===== src/rtl/xled_pkg.sv =====
// xled_pkg: shared definitions for the LED peripheral.
//   led_reg_e  - local register offsets (LED_CTRL .. LED_TGL)
//   led_mode_e - CTRL[1:0] mode encodings
//   LED_CTRL_EN_BIT, LED_STATUS_PHASE_BIT, LED_DUTY_W - field positions/widths
package xled_pkg;

    typedef enum logic [2:0] {
        LED_CTRL   = 3'd0,
        LED_VALUE  = 3'd1,
        LED_PERIOD = 3'd2,
        LED_DUTY   = 3'd3,
        LED_STATUS = 3'd4,
        LED_SET    = 3'd5,
        LED_CLR    = 3'd6,
        LED_TGL    = 3'd7
    } led_reg_e;

    typedef enum logic [1:0] {
        LED_MODE_STATIC = 2'd0,
        LED_MODE_BLINK  = 2'd1,
        LED_MODE_PWM    = 2'd2,
        LED_MODE_RSVD   = 2'd3
    } led_mode_e;

    localparam int LED_CTRL_EN_BIT      = 2;
    localparam int LED_STATUS_PHASE_BIT = 8;
    localparam int LED_DUTY_W           = 8;

endpackage


===== src/rtl/xled_presc.sv =====
// xled_presc: reloadable down-counter prescaler.
//   clk, rst_n - clock, async active-low reset
//   en         - count enable; while low the counter sits at the reload value
//   load       - force reload this cycle (suppresses tick)
//   reload     - reload value; tick period is reload+1 cycles
//   cnt        - current count (for status/debug)
//   tick       - one-cycle pulse when the count reaches zero while enabled
module xled_presc #(
    parameter int CNT_W = 24
) (
    input  logic             clk,
    input  logic             rst_n,
    input  logic             en,
    input  logic             load,
    input  logic [CNT_W-1:0] reload,
    output logic [CNT_W-1:0] cnt,
    output logic             tick
);

    logic [CNT_W-1:0] cnt_q, cnt_d;
    logic             zero;

    assign zero = (cnt_q == '0);
    assign tick = en & ~load & zero;
    assign cnt  = cnt_q;

    always_comb begin
        cnt_d = cnt_q - CNT_W'(1);
        if (load || !en || zero) begin
            cnt_d = reload;
        end
    end

    always_ff @(posedge clk or negedge rst_n) begin
        if (!rst_n) begin
            cnt_q <= '0;
        end else begin
            cnt_q <= cnt_d;
        end
    end

endmodule


===== src/rtl/xled_ctrl.sv =====
// xled_ctrl: memory-mapped LED peripheral (static / blink / PWM dimming).
//   clk, rst_n - clock, async active-low reset
//   sel, we    - decoder block select and CPU write enable (write = sel & we)
//   addr       - local register offset
//   data_in    - write data
//   data_out   - combinational read data, 0 when sel=0
//   led        - registered LED pins
// Build option: define LED_PWM_EN to implement PWM mode, the DUTY register
// and the STATUS pwm counter. Without it, mode 2 acts as static, DUTY and
// STATUS[7:0] read 0 and no PWM counter/comparator exists.
module xled_ctrl
    import xled_pkg::*;
#(
    parameter int DATA_W     = 32,
    parameter int LED_W      = 8,
    parameter int LED_ADDR_W = 3,
    parameter int CNT_W      = 24
) (
    input  logic                  clk,
    input  logic                  rst_n,
    input  logic                  sel,
    input  logic                  we,
    input  logic [LED_ADDR_W-1:0] addr,
    input  logic [DATA_W-1:0]     data_in,
    output logic [DATA_W-1:0]     data_out,
    output logic [LED_W-1:0]      led
);

    logic [2:0]       ctrl_q, ctrl_d;
    logic [LED_W-1:0] value_q, value_d;
    logic [CNT_W-1:0] period_q, period_d;
    logic             phase_q, phase_d;
    logic [LED_W-1:0] led_q, led_d;
`ifdef LED_PWM_EN
    logic [LED_DUTY_W-1:0] duty_q, duty_d;
    logic [LED_DUTY_W-1:0] pwm_cnt_q, pwm_cnt_d;
`endif

    led_reg_e         reg_sel;
    led_mode_e        mode;
    logic             wr, load, enable, tick;
    logic [LED_W-1:0] wdata_led;
    logic [CNT_W-1:0] reload;
    logic [CNT_W-1:0] presc_cnt;

    assign reg_sel   = led_reg_e'(3'(addr));
    assign wr        = sel & we;
    assign wdata_led = data_in[LED_W-1:0];
    assign enable    = ctrl_q[LED_CTRL_EN_BIT];
    assign mode      = led_mode_e'(ctrl_q[1:0]);

    // CTRL and PERIOD writes restart the timebase; the new PERIOD is used
    // straight away rather than the stale register value.
    assign load   = wr && ((reg_sel == LED_CTRL) || (reg_sel == LED_PERIOD));
    assign reload = (wr && (reg_sel == LED_PERIOD)) ? data_in[CNT_W-1:0] : period_q;

    xled_presc #(
        .CNT_W (CNT_W)
    ) u_presc (
        .clk    (clk),
        .rst_n  (rst_n),
        .en     (enable),
        .load   (load),
        .reload (reload),
        .cnt    (presc_cnt),
        .tick   (tick)
    );

    always_comb begin
        ctrl_d   = ctrl_q;
        value_d  = value_q;
        period_d = period_q;
`ifdef LED_PWM_EN
        duty_d   = duty_q;
`endif
        if (wr) begin
            case (reg_sel)
                LED_CTRL:   ctrl_d   = data_in[2:0];
                LED_VALUE:  value_d  = wdata_led;
                LED_PERIOD: period_d = data_in[CNT_W-1:0];
                LED_DUTY: begin
`ifdef LED_PWM_EN
                    duty_d = data_in[LED_DUTY_W-1:0];
`endif
                end
                LED_SET:    value_d  = value_q | wdata_led;
                LED_CLR:    value_d  = value_q & ~wdata_led;
                LED_TGL:    value_d  = value_q ^ wdata_led;
                default:    ;
            endcase
        end
    end

    // tick is already masked by load, so a restart always wins over a step.
    always_comb begin
        phase_d = phase_q;
`ifdef LED_PWM_EN
        pwm_cnt_d = pwm_cnt_q;
`endif
        if (load || !enable) begin
            phase_d = 1'b0;
`ifdef LED_PWM_EN
            pwm_cnt_d = '0;
`endif
        end else if (tick) begin
            phase_d = ~phase_q;
`ifdef LED_PWM_EN
            pwm_cnt_d = pwm_cnt_q + LED_DUTY_W'(1);
`endif
        end
    end

    always_comb begin
        led_d = '0;
        if (enable) begin
            case (mode)
                LED_MODE_BLINK: led_d = phase_q ? value_q : '0;
`ifdef LED_PWM_EN
                LED_MODE_PWM:   led_d = (pwm_cnt_q < duty_q) ? value_q : '0;
`endif
                default:        led_d = value_q;
            endcase
        end
    end

    always_ff @(posedge clk or negedge rst_n) begin
        if (!rst_n) begin
            ctrl_q   <= '0;
            value_q  <= '0;
            period_q <= '0;
            phase_q  <= 1'b0;
            led_q    <= '0;
`ifdef LED_PWM_EN
            duty_q    <= '0;
            pwm_cnt_q <= '0;
`endif
        end else begin
            ctrl_q   <= ctrl_d;
            value_q  <= value_d;
            period_q <= period_d;
            phase_q  <= phase_d;
            led_q    <= led_d;
`ifdef LED_PWM_EN
            duty_q    <= duty_d;
            pwm_cnt_q <= pwm_cnt_d;
`endif
        end
    end

    assign led = led_q;

    always_comb begin
        data_out = '0;
        if (sel) begin
            case (reg_sel)
                LED_CTRL:   data_out[2:0]       = ctrl_q;
                LED_PERIOD: data_out[CNT_W-1:0] = period_q;
                LED_DUTY: begin
`ifdef LED_PWM_EN
                    data_out[LED_DUTY_W-1:0] = duty_q;
`endif
                end
                LED_STATUS: begin
                    data_out[LED_STATUS_PHASE_BIT] = phase_q;
`ifdef LED_PWM_EN
                    data_out[LED_DUTY_W-1:0] = pwm_cnt_q;
`endif
                end
                default:    data_out[LED_W-1:0] = value_q;
            endcase
        end
    end

    // Upper write-data bits and the raw count have no register behind them.
    logic unused_bits;
    assign unused_bits = ^{data_in[DATA_W-1:CNT_W], presc_cnt};

endmodule


===== config.mk =====
export PLATFORM = sky130hd
export DESIGN_NAME = xled_ctrl
export DESIGN_NICKNAME = d
export VERILOG_FILES = /design/src/rtl/xled_pkg.sv /design/src/rtl/xled_presc.sv /design/src/rtl/xled_ctrl.sv
export SDC_FILE = /design/constraint.sdc
export NUM_CORES = 1
export LEC_CHECK = 0
export ABC_AREA = 1
export ABC_CLOCK_PERIOD_IN_PS = 1850
export CAP_MARGIN = 20
export CORE_MARGIN = 1.5
export CORE_UTILIZATION = 52
export CTS_CLUSTER_SIZE = 28
export DETAILED_ROUTE_END_ITERATION = 6
export PLACE_DENSITY_LB_ADDON = 0.12
export SKIP_LAST_GASP = 1
export SYNTH_ARGS = -nofsm -noshare
export SYNTH_HDL_FRONTEND = slang
export SYNTH_SLANG_ARGS = --single-unit

===== constraint.sdc =====
create_clock -name clk -period 1.85 [get_ports clk]
set_input_delay 0.37 -clock clk [delete_from_list [all_inputs] [get_ports clk]]
set_output_delay 0.37 -clock clk [all_outputs]
set_load 0.01 [all_outputs]

Yosys cells after proc, flatten, opt, wreduce, memory -nomap -nowiden
Index checks and enable logic that the tools add are counted.

Reduce and logical (&&, ||, !) cells: 15. Bitwise logic cells: 9. Equal/unequal tests: 8. Add/sub/neg operators: 1. Multiplexer cells: 13.

Operator list (count): $mux 24 (3); $pmux 8 s4 (1); $logic_not 24->1 (1); $mux 8 (3); $sub 24x1->24 const B (1); $mux 15 (1); $eq 3x3->1 const B (4); $pmux 5 s2 (1); $pmux 3 s3 (1); $and 8x8->8 (1); $not 8->8 (1); $or 8x8->8 (1); $xor 8x8->8 (1); $eq 3x2->1 const B (2); $reduce_and 2->1 (3); $reduce_bool 4->1 (1); $and 1x1->1 (3); $eq 3x1->1 const B (1); $logic_not 3->1 (1); $logic_or 1x1->1 (3); $reduce_or 3->1 (1); $eq 2x1->1 const B (1); $logic_and 1x1->1 (2); $mux 1 (2); 5 further kinds (6).

Word-level logic and storage cells: 52. Input bits: 39. Output and inout port bits: 40. Register bits: 68.

Longest topological paths before layout
Depth in word-level cells: 8. Mapped depth: 10. Mapped depth without buffers: 9.

Modules after synthesis
From an unflattened synthesis, not the netlist that was laid out.

Cells, all modules: 571. Area total of the unflattened synthesis: 4195.3 um^2.

By module, submodules not included: xled_ctrl (cells each 334, seq. area each 1101.1 um^2, area each 2617.5 um^2, times used 1); xled_presc (cells each 237, seq. area each 600.6 um^2, area each 1577.8 um^2, times used 1).

Worst setup path before layout
No wires, ideal clock.

Path kind: input-to-output. From: input port sel. To: output port data_out[13]. Arrival time: 1.186 ns. Path buffers: 2. Stages on the path: 4. Data required time: 1.480 ns. Slack: 0.294 ns. Path through: clkbuf_1 nand2_1 clkbuf_1 nor2_1.

Longest elaborated chain between the ends: 1.

RTL lines: from (decl) (line xled_ctrl.sv:21) `input logic sel,`; $mux 24 (line xled_ctrl.sv:154) `if (sel) begin`; to (decl) (line xled_ctrl.sv:25) `output logic [DATA_W-1:0] data_out,`.

Every way passes these cells.

Final worst setup path
From: input port addr[0]. To: output port data_out[7].

Longest elaborated chain between the ends: 4. Elaborated cells between the ends (all ways): 7. Classes of those cells: eq/ne: 3; mux: 2; reduce/logical: 2.

RTL lines: from (decl) (line xled_ctrl.sv:23) `input logic [LED_ADDR_W-1:0] addr,`; $eq 3x3->1, or another cell as far along (line xled_ctrl.sv:155) `case (reg_sel)`; $reduce_or 3->1 (no line); $pmux 5 s2 (*) (line xled_ctrl.sv:155); $mux 24 (*) (line xled_ctrl.sv:154).

Mark *: on every way between the ends. The rest lies on a longest branch, timed or not.

==> metrics.md <==
| Metric | Value |
|---|---|
| Switch share | `roughly 36%` |
| Number of synthesized flops with an enable pin | `0` |
| Comb power frac | `32.0%` |
| Cell Pwr Density | `a little over 1000 nW/um^2` |
| First-pass DRT Iterations | `5` |
| Seq/Total Area, Yosys | `42.1%` |
| Nets | `699` |
| Arrival @ worst endpoint | `about 1.4 ns` |
| Tmin final | `about 1.8 ns` |
| Die height | `between 90 and 100 um` |
| Setup Skew | `0.00648 ns` |
| Worst EP required | `1.48 ns` |
| Power share of the clock group | `between 20 and 30%` |
| Final worst slack | `0.0473 ns` |
| Final critical-path share of the clock period | `97.4%` |
| Share of the synthesized area in the top cell type | `42.1%` |
| Max-cap viol count | `0` |
| Total wire length | `10100 um` |
| Worst Path Max Fanout | `6` |
| Unrepaired setup endpoints after global routing | `yes` |
| Status | `complete, no violations` |
| Core region area | `7410 sq um` |
| CP Launch Type | `primary input` |
| Drt drc | `0` |
| Finish-stage setup viols | `0` |
| H-tree lvl count | `3` |
| Critical path class | `in2out` |
| Starting DRT DRC Count | `166` |
| Total track usage | `25.7%` |
| Worst hold slack | `0.0294 ns` |
| Clock Path Buffers | `2` |
| Layout cell share with drive strength beyond 1 | `between 10% and 20%` |
| Pre-CTS setup slack | `-0.774 ns` |
| Fraction of registers with async set/reset | `100%` |
| Clk sinks | `68` |
| Worst-skew pair later-pin latency | `0.34 ns` |
| N_diodes | `0` |
| Vias in the first global route | `roughly 3600` |
| Area Growth Syn to Fin | `28.4%` |
| YS warnings | `0` |
| Site Rows | `31` |
| Post-synthesis cell area | `4050 sq um` |
| Synth Register Bits | `between 60 and 70` |
| Flop pwr share | `approximately 40%` |
| Slew Limit Fails | `0` |
| Clk slew on worst S/H paths | `0.08 ns` |
| Initial antenna violation count | `0` |
| Hold Violations, Final | `0` |
| Largest net degree at the start of global routing | `~70` |
| Netlist cell types | `31` |
| Inst Count DP | `726` |
| Setup crit end kind | `output port` |
| GRT Residual Overflow | `0` |
| Final Util | `roughly 70%` |
| Die W | `just over 90 um` |
| First-pass GRT wire length | `between 15000 and 20000 um` |
| WL/cell | `13.5 um` |
| # fillers | `610` |
| Syn Inst Count | `approximately 550` |
| Mean Syn Cell Area | `about 7.4 sq um` |
| Switching Power | `1.94 mW` |
| Most used DFF post-synth | `dfrtp_1` |
| Port Buffers | `between 60 and 70` |
| Die area | `8320 sq um` |
| Vias/cell | `about 5` |
| Max Fclk | `555 MHz` |
| Post-DRT Antenna Nets | `0` |
| Starting Density | `a little over half` |
| Boundary Pins | `79` |
| Detailed Place HPWL | `7590 um` |
| Via count | `between 3000 and 4000` |
| CTS Buf Count | `9` |
| Maximum VDD drop | `0.489 mV` |
| P_int | `roughly 3.4 mW` |
| Synth area leaders | `dfrtp_1 42%, nand2_1 15%, nor2_1 8.0%` |
| Fin cells | `about 750` |
| Worst hold path type | `in2async` |
| Synth area leader | `dfrtp_1` |
| Area of the multi-input gates | `1980 sq um` |
| CTS root buffer | `clkbuf_8` |
| Routability Congestion | `approximately 1` |
| Leak | `2.76 nW` |
| CTS tree | `built` |
| Seq. cell area | `about 1700 sq um` |
[Yosys cell counts (4+ instances only)]
| cell type | count |
|---|---|
| nand2_1 | 162 |
| nor2_1 | 86 |
| dfrtp_1 | 68 |
| inv_1 | 66 |
| nand3_1 | 35 |
| o21ai_0 | 20 |
| ha_1 | 18 |
| a21oi_2 | 13 |
| o21ai_1 | 13 |
| buf_4 | 12 |
| nand4_1 | 7 |
| o31ai_1 | 5 |
| xnor2_1 | 5 |
| buf_2 | 4 |
| o21ai_2 | 4 |
[kinds of logic after synthesis]
kind of cell | after synthesis | synth area share (%)
DFF | 68 | 42.1
and+or+nand+nor | 300 | 30.5
other | 1 | 0.0927
xor gates and xnor gates | 8 | 1.73
adders and majority gates | 18 | 5.57
buffers and inverters | 90 | 10.1
AOI/OAI and AO/OA | 61 | 9.87
[timing repair]
item / 4_1_cts / 5_1_grt
setup buffers: 3 / 1
pin swaps: 1 / 1
endpoints found under the setup margin: 24 / 10
hold buffers: 0 / 0
resized for setup: 62 / 9
[per-stage QoR]
| step | cell area, sq um | total power [mW] | TNS, ns |
|---|---|---|---|
| after floorplan | 4070 | 3.28 | 0 |
| after global placement | 4970 | 3.82 | -24.84 |
| after detailed placement | 4970 | 3.88 | -28.82 |
| after CTS | 5200 | 5.39 | 0 |
| after global routing | 5190 | 5.74 | -0.0372 |
| final | 5190 | 5.37 | 0 |
[power by group through the flow]
stage	logic (mW)	registers (mW)	clock network, mW
2_1_floorplan	1.18	2.10	0
3_3_place_gp	1.66	2.16	0
3_5_place_dp	1.71	2.17	0
4_1_cts	1.72	2.15	1.52
5_1_grt	1.96	2.19	1.58
6_report	1.72	2.15	1.50
[cell usage in the layout, fill, tap and decap left out, types with 4 or more instances in the layout]
cell	n
o21ai_0	20
buf_12	5
inv_2	4
inv_1	65
a21oi_2	13
nor2_1	86
o21ai_2	4
clkbuf_8	9
buf_2	8
clkbuf_2	4
conb_1	8
nand3_1	35
nand2_1	161
dfrtp_1	68
dlygate4sd2_1	16
clkdlybuf4s50_1	33
o21ai_1	13
buf_4	30
ha_1	18
nand4_1	7
xnor2_1	5
[worst max-delay path: stages]
cell     delay (ns)
buf_2          0.14
nor3_4         0.22
buf_6          0.13
buf_6          0.10
buf_6          0.11
nand3_1        0.09
o31ai_1        0.09
buf_2          0.18
[final cells by class]
class / instances / area share, %
Sequential cell: 68 / 32.8
Inverter: 69 / 4.99
Clock inverter: 6 / 2.14
Tap cell: 99 / 2.39
Timing Repair Buffer: 99 / 17.1
Multi-Input combinational cell: 395 / 38.1
Clock buffer: 10 / 2.46
[flip-flops by register name (all words and copies together), names as in the netlist]
register and flops:
u_presc.cnt 24, period_q 24, phase_q 1, value_q 8
led 8, ctrl_q 3
[per-layer routing]
metal	GRT usage [%]	part of all wire (%)
met4	6.77	1.1
met3	3.35	3.5
met1	36.3	47
met5	0	0
met2	41.7	48
[final timing paths]
kind	from	end	slack [ns]	cells past startpoint
max	addr[0]	data_out[7]	0.05	8
min	rst_n	period_q[16]$_DFFE_PN0P_	0.03	2
max reg2reg	u_presc.cnt[0]$_DFF_PN0_	u_presc.cnt[22]$_DFF_PN0_	0.22	10
min reg2reg	u_presc.cnt[0]$_DFF_PN0_	u_presc.cnt[0]$_DFF_PN0_	0.47	1
max in group asynchronous	rst_n	value_q[2]$_DFFE_PN0P_	1.52	2
min in group clk	u_presc.cnt[0]$_DFF_PN0_	u_presc.cnt[0]$_DFF_PN0_	0.47	1
Note: power is estimated with default switching activity, not from simulation.
